$ cat src/rtl/accumulator_driver.sv
// Drives an external accumulator with a programmed train of enable pulses,
// then reads its result back and compares it against an internally modelled sum.
module accumulator_driver #(
   parameter int unsigned Word_Length  = 8,
   parameter int unsigned Count_Length = 8
) (
   input  logic                    clk,
   input  logic                    reset,
   input  logic                    start,
   input  logic [Word_Length-1:0]  Value,
   input  logic [Count_Length-1:0] Count,
   input  logic [Count_Length-1:0] Gap,
   input  logic [Word_Length-1:0]  Acc_Data,
   output logic                    enable,
   output logic                    Read,
   output logic [Word_Length-1:0]  Data_Output,
   output logic                    busy,
   output logic                    done,
   output logic                    match,
   output logic [Word_Length-1:0]  Expected
);

   typedef enum logic [2:0] {StIdle, StPulse, StGap, StRead, StCheck} state_e;

   state_e                  r_state;
   state_e                  w_state_d;
   logic [Word_Length-1:0]  r_data;
   logic [Word_Length-1:0]  r_expected;
   logic [Count_Length-1:0] r_gap;
   logic [Count_Length-1:0] r_remaining;
   logic [Count_Length-1:0] r_gap_cnt;
   logic                    r_match;
   logic                    r_enable;
   logic                    r_read;
   logic                    r_busy;
   logic                    r_done;
   logic                    w_enable_d;
   logic                    w_read_d;
   logic                    w_busy_d;
   logic                    w_done_d;
   logic                    w_last;

   assign w_last = (r_remaining == Count_Length'(1));

   // State register
   always_ff @(posedge clk) begin
      if (reset) begin
         r_state <= StIdle;
      end else begin
         r_state <= w_state_d;
      end
   end

   // Next-state logic
   always_comb begin
      w_state_d = r_state;
      case (r_state)
         StIdle: begin
            if (start) begin
               w_state_d = (Count != '0) ? StPulse : StRead;
            end
         end
         StPulse: begin
            if (w_last) begin
               w_state_d = StRead;
            end else if (r_gap == '0) begin
               w_state_d = StPulse;
            end else begin
               w_state_d = StGap;
            end
         end
         StGap: begin
            if (r_gap_cnt == '0) begin
               w_state_d = StPulse;
            end
         end
         StRead:  w_state_d = StCheck;
         StCheck: w_state_d = StIdle;
         default: w_state_d = StIdle;
      endcase
   end

   // Output logic: decoded from the next state so every output leaves a flop
   always_comb begin
      w_enable_d = (w_state_d == StPulse);
      w_read_d   = (w_state_d == StRead) || (w_state_d == StCheck);
      w_busy_d   = (w_state_d != StIdle);
      w_done_d   = (r_state == StCheck);
   end

   always_ff @(posedge clk) begin
      if (reset) begin
         r_data      <= '0;
         r_expected  <= '0;
         r_gap       <= '0;
         r_remaining <= '0;
         r_gap_cnt   <= '0;
         r_match     <= 1'b0;
         r_enable    <= 1'b0;
         r_read      <= 1'b0;
         r_busy      <= 1'b0;
         r_done      <= 1'b0;
      end else begin
         r_enable <= w_enable_d;
         r_read   <= w_read_d;
         r_busy   <= w_busy_d;
         r_done   <= w_done_d;
         case (r_state)
            StIdle: begin
               if (start) begin
                  r_data      <= Value;
                  r_gap       <= Gap;
                  r_remaining <= Count;
                  r_expected  <= '0;
                  r_match     <= 1'b0;
               end
            end
            StPulse: begin
               r_expected  <= r_expected + r_data;
               r_remaining <= r_remaining - Count_Length'(1);
               // GAP exits when the counter reads zero, so preload Gap-1
               r_gap_cnt   <= r_gap - Count_Length'(1);
            end
            StGap: begin
               if (r_gap_cnt != '0) begin
                  r_gap_cnt <= r_gap_cnt - Count_Length'(1);
               end
            end
            StCheck: begin
               r_match <= (Acc_Data == r_expected);
            end
            default: begin
            end
         endcase
      end
   end

   assign enable      = r_enable;
   assign Read        = r_read;
   assign Data_Output = r_data;
   assign busy        = r_busy;
   assign done        = r_done;
   assign match       = r_match;
   assign Expected    = r_expected;

endmodule

$ cat config.mk
export PLATFORM = sky130hd
export DESIGN_NAME = accumulator_driver
export DESIGN_NICKNAME = d
export VERILOG_FILES = /design/src/rtl/accumulator_driver.sv
export SDC_FILE = /design/constraint.sdc
export NUM_CORES = 1
export LEC_CHECK = 0
export ABC_AREA = 1
export CORE_AREA = 2 2 108 110
export DETAILED_ROUTE_END_ITERATION = 6
export DIE_AREA = 0 0 110 112
export PLACE_DENSITY_LB_ADDON = 0.08
export SYNTH_ARGS = -nofsm -noshare
export SYNTH_HDL_FRONTEND = slang
export SYNTH_SLANG_ARGS = --single-unit
$ cat constraint.sdc
create_clock -name clk -period 2.5 [get_ports clk]
set_clock_uncertainty 0.15 [all_clocks]
set_input_delay 0.625 -clock clk [delete_from_list [all_inputs] [get_ports clk]]
set_output_delay 0.625 -clock clk [all_outputs]
set_load 0.05 [all_outputs]
# ---- Yosys cells after proc, flatten, opt, wreduce, memory -nomap -nowiden
# Index checks and enable logic that the tools add are counted.
dict set report word_totals {
  register_bits 48
  inputBits 35
  output_inout_bits 21
  wordCells 54
}
dict set report op_classes {
  reduce_logical 14
  addsub 4
  mux 14
  n_eq_ne 11
}
# op n
set op_table {}
lappend op_table {{case mux 8 bit (2 select lines)} 3}
lappend op_table {{2-to-1 mux 8 bit} 3}
lappend op_table {{subtractor 8 x 1 -> 8 bit, second input constant} 3}
lappend op_table {{logical NOT 8 bit} 2}
lappend op_table {{nonzero test 8 bit} 2}
lappend op_table {{case mux 3 bit (4 select lines)} 1}
lappend op_table {{== test 3 x 2 -> 1 bit, second input constant} 3}
lappend op_table {{adder 8 bit} 1}
lappend op_table {{== test 8 x 1 -> 1 bit, second input constant} 1}
lappend op_table {{== test 8 bit} 1}
lappend op_table {{AND reduction 2 bit} 4}
lappend op_table {{== test 3 x 1 -> 1 bit, second input constant} 2}
lappend op_table {{== test 3 bit, second input constant} 2}
lappend op_table {{2-to-1 mux 2 bit} 3}
lappend op_table {{2-to-1 mux 3 bit} 2}
lappend op_table {{nonzero test 2 bit} 3}
lappend op_table {{inequality test 2 bit, second input constant} 2}
lappend op_table {{logical NOT 3 bit} 1}
lappend op_table {{nonzero test 3 bit} 1}
lappend op_table {{case mux 1 bit (2 select lines)} 1}
lappend op_table {{logical OR 1 bit} 1}
lappend op_table {{2-to-1 mux 1 bit} 1}

# ---- Logic depth before layout (Yosys ltp)
dict set report depth {
  word_depth 6
  ltp_mapped 12
  ltp_nobuf 11
}

# ---- Worst setup path after synthesis
# Ideal clock, no wire load.
dict set report synth_path {
  kind {reg2reg}
  from {reg r_expected[2] (netlist: Expected[2])}
  to {reg r_expected[5] (netlist: Expected[5])}
  path_slack_ns 0.637
  required_time_ns 2.280
  setup_ns 0.070
  stages_incl_launch_ff 9
  path_buffers 0
  arrival_time_ns 1.643
  synth_period_minus_slack_ns 1.863
  cell_sequence {dfxtp_1 > ha_1 > nand3_1 > nand3_1 > nand2_1 > nand2_1 > a21oi_1 > o21ai_0 > a21oi_1}
}
dict set report synth_between {
  elab_chain_len 2
}
# element line
set synth_lines {}
lappend synth_lines {{start: declaration} 28} ;# logic [Word_Length-1:0] r_expected;
lappend synth_lines {{start signal: assignment} 119} ;# r_expected <= r_expected + r_data;
lappend synth_lines {{adder 8 bit} 119}
lappend synth_lines {{case mux 8 bit (2 select lines)} 108} ;# case (r_state)
# Every way passes these cells.
# A chain may end at the register's enable or synchronous reset.

# ---- Final worst setup path
dict set report layout_path {
  from {reg r_expected[1] (netlist: Expected[1])}
  to {out Expected[1]}
}
# element line
set layout_lines {}
lappend layout_lines {{end: declaration} 20} ;# output logic [Word_Length-1:0] Expected
# No word-level cell between the ends.

==> flow_metrics.env <==
export IMPL_status="completed"
export IMPL_synthMuxAreaShare=0
export IMPL_syn_nets=433
export IMPL_drv_slew=0
export IMPL_pwr_density_cell_nw_per_um2=814
export IMPL_grtUsageMet3=0.0217
export IMPL_core_area_um2=11200
export IMPL_synthTopCellsByCount="nand2_1, nor2_1, dfxtp_1"
export IMPL_arrival_ns=1.60
export IMPL_start_kind="flip-flop"
export IMPL_finalHoldViolCount=0
export IMPL_final_nets=492
export IMPL_yosys_top_cells_area="dfxtp_1, nand2_1, nor2_1"
export IMPL_combPwrFrac=0.420
export IMPL_netlist_cell_type_count=35
export IMPL_tns_ns=0
export IMPL_syn2layout_area_growth_pct=31.9
export IMPL_cts_made_buffers=5
export IMPL_max_stage_delay_ns=0.85
export IMPL_layoutNonFillerInstCount=590
export IMPL_cts_tree="done"
export IMPL_place_gp_congestion=0.797
export IMPL_via_per_inst=4.45
export IMPL_cp_slowest_cell="clkdlybuf4s50_1"
export IMPL_fmax_ghz=0.421
export IMPL_yosys_warnings=0
export IMPL_initial_core_util=0.243
export IMPL_synth_edf_count=0
export IMPL_finalCriticalPeriod_ns=2.38
export IMPL_relSlewSlack=0.660
export IMPL_ff_latch_area_um2=961
export IMPL_cts_resized=0
export IMPL_place_area_um2=3440
export IMPL_holdCritStartpoint="r_gap[5]$_SDFFE_PP0P_"
export IMPL_multiInputGateArea_um2=1520
export IMPL_grt_pass1_vias=2553
export IMPL_dp_hpwl_mm=5.88
export IMPL_setup_worst_path_end_class="output pin"
export IMPL_p_seq_frac=0.345
export IMPL_grt_ovfl_total=0
export IMPL_cts_num_sinks=48
export IMPL_synth_top_cell_by_area="dfxtp_1"
export IMPL_grt_use_total=0.130
export IMPL_crit_required_ns=1.73
export IMPL_cts_setup_buffers=0
export IMPL_finish_utilization=0.321
export IMPL_die_h_um=112
export IMPL_drt_iter0_drc=87
export IMPL_hold_depth=2
export IMPL_clk_pin_slew_worst_paths_ns=0.06
export IMPL_worst_pin_slew_ns=0.509
export IMPL_drive_gt1_frac=0.0828
export IMPL_antenna_found_initial=0
export IMPL_drv_cap=0
export IMPL_switching_share=0.401
export IMPL_cp_max_fo=5
export IMPL_insertion_delay_ns=0.29
export IMPL_peakVddDrop_mv=0.394
export IMPL_die_x_um=110
export IMPL_die_area_um2=12300
export IMPL_critPathBufInv=1
export IMPL_globalRouteMet2Util=0.205
export IMPL_timing_final_crit_share=0.950
export IMPL_critPathTopFamily="buffers and inverters"
export IMPL_hp_class="flip-flop to flip-flop"
export IMPL_r2r_cells=9
export IMPL_finalSetupViolations=0
export IMPL_diodes=0
export IMPL_clkPwrFrac=0.235
export IMPL_rsz0062_at_grt="no"
export IMPL_num_rows=39
export IMPL_synth_compound_area_frac=0.160
export IMPL_synthCells=387
export IMPL_gr_max_usage_layer="met2"
export IMPL_internal_power_mw=1.75
export IMPL_synth_main_ff_cell="dfxtp_1"
export IMPL_worstHoldEndpoint="r_gap[5]$_SDFFE_PP0P_"
export IMPL_avgSynthCellArea_um2=7.02
export IMPL_ys_ff_latch=48
export IMPL_io_pins=56
export IMPL_critical_path_class="flip-flop to output pin"
export IMPL_synth_seq_area_share=0.354
export IMPL_hold_buffers=0
export IMPL_cts_htree_levels=2
export IMPL_postLayoutCellArea_um2=3580
export IMPL_clk_path_buf_depth=2
export IMPL_r2r_start="r_state[1]$_SDFF_PP0_"
export IMPL_rrSetupSlack_ns=0.50
export IMPL_dr_pass1_iters=4
export IMPL_grt_max_degree=19
export IMPL_synth_most_common_cell="nand2_1"
export IMPL_synth_top_family_by_area="simple AND/OR/NAND/NOR gates"
export IMPL_dp_cells=582
export IMPL_p_switching_mw=1.17
export IMPL_wl_mm=7.70
export IMPL_fillerInstances=1252
export IMPL_wl_per_cell_um=13.1
export IMPL_cts_root_buf="clkbuf_16"
export IMPL_synth_area_um2=2720
export IMPL_reg2reg_to="r_gap_cnt[6]$_SDFFE_PP0P_"
export IMPL_crit_chain="clkdlybuf4s50_1"
export IMPL_use_met1=0.182
export IMPL_async_flop_share=0
export IMPL_grt_pass1_wl_mm=12.6
export IMPL_cellLeakagePower_nw=1.53
export IMPL_vias=2623
export IMPL_ant_nets=0
export IMPL_io_buffers=55
export IMPL_synth_fa_ha_area_frac=0.0534
export IMPL_synth_top_area_share=0.354
export IMPL_synth_simple_area_share=0.307
export IMPL_post_route_drc_count=0
export IMPL_yosys_area_share_xor_xnor=0.0387
per-layer routing:
| layer | part of all wire | routed length (um) | vias to the layer above |
|---|---|---|---|
| met1 | 0.49 | 3790 | 1182 |
| li1 | - | - | 1383 |
| met4 | 0.0083 | 64 | 0 |
| met2 | 0.45 | 3490 | 53 |
| met5 | 0 | 0 | - |
| met3 | 0.047 | 365 | 5 |
stage by stage:
stage / power, mW / setup slack, ns / hold WS, ns
finish: 2.92 / 0.124 / 0.340
global route: 3.15 / 0.0667 / 0.375
CTS: 2.97 / 0.117 / 0.342
detailed placement: 2.26 / 0.275 / 0.331
global placement: 2.26 / 0.372 / 0.329
floorplan: 1.91 / 0.637 / 0.299
how the worst max path moves through the flow:
stage / startpoint / to / depth (start not counted)
after global routing: Expected[1]$_SDFFE_PP0P_ / Expected[1] / 1
after CTS: Expected[1]$_SDFFE_PP0P_ / Expected[1] / 1
after floorplan: Expected[2]$_SDFFE_PP0P_ / Expected[5]$_SDFFE_PP0P_ / 8
after detailed placement: start / r_remaining[6]$_SDFFE_PP0P_ / 8
final: Expected[1]$_SDFFE_PP0P_ / Expected[1] / 1
after global placement: Count[2] / Read$_SDFF_PP0_ / 8
cell usage in the layout, fill, tap and decap left out:
master,n
nand2_1,80
clkdlybuf4s50_1,55
nor2_1,49
dfxtp_1,48
a21oi_1,35
inv_1,34
o21ai_0,32
nand3_1,23
buf_4,11
ha_1,10
xnor2_1,8
nand4_1,7
nand3b_1,5
inv_2,5
clkbuf_16,5
xor2_1,4
nand2_4,3
nor2_2,3
o21ai_1,3
nor3_1,3
nand2_2,3
a31oi_1,3
nand3_2,2
o21bai_1,2
o221ai_1,2
clkbuf_1,2
nor2_4,1
o21a_1,1
nor2_8,1
nor3_2,1
and2_1,1
a21boi_0,1
a221oi_1,1
a21oi_2,1
fa_1,1
clkbuf_8,1
final cells by class:
cell class / count / share of cell area
multi-input combinational: 286 / 0.424
timing repair buffer: 66 / 0.177
clock buffer: 8 / 0.0408
tap: 143 / 0.0499
sequential: 48 / 0.268
inverter: 39 / 0.0408
sequential cells by signal, summed over array words and instances, names as in the netlist, 3 cells and up:
name         cells
Data_Output      8
Expected         8
r_gap            8
r_gap_cnt        8
r_remaining      8
r_state          3
power groups by stage:
stage                     sequential, mW  combinational (mW)  clock [mW]
after global placement              1.02                1.24           0
after floorplan                     1.14               0.770           0
final                               1.01                1.22       0.686
after detailed placement            1.02                1.23           0
after global routing                1.03                1.38       0.745
after CTS                           1.01                1.24       0.718
cells by family after synthesis:
logic type | Yosys count
simple gates | 182
xor+xnor | 12
buf+inv | 53
fa+ha+maj | 11
compound gates | 81
flops | 48
(Power assumes the default switching activity.)
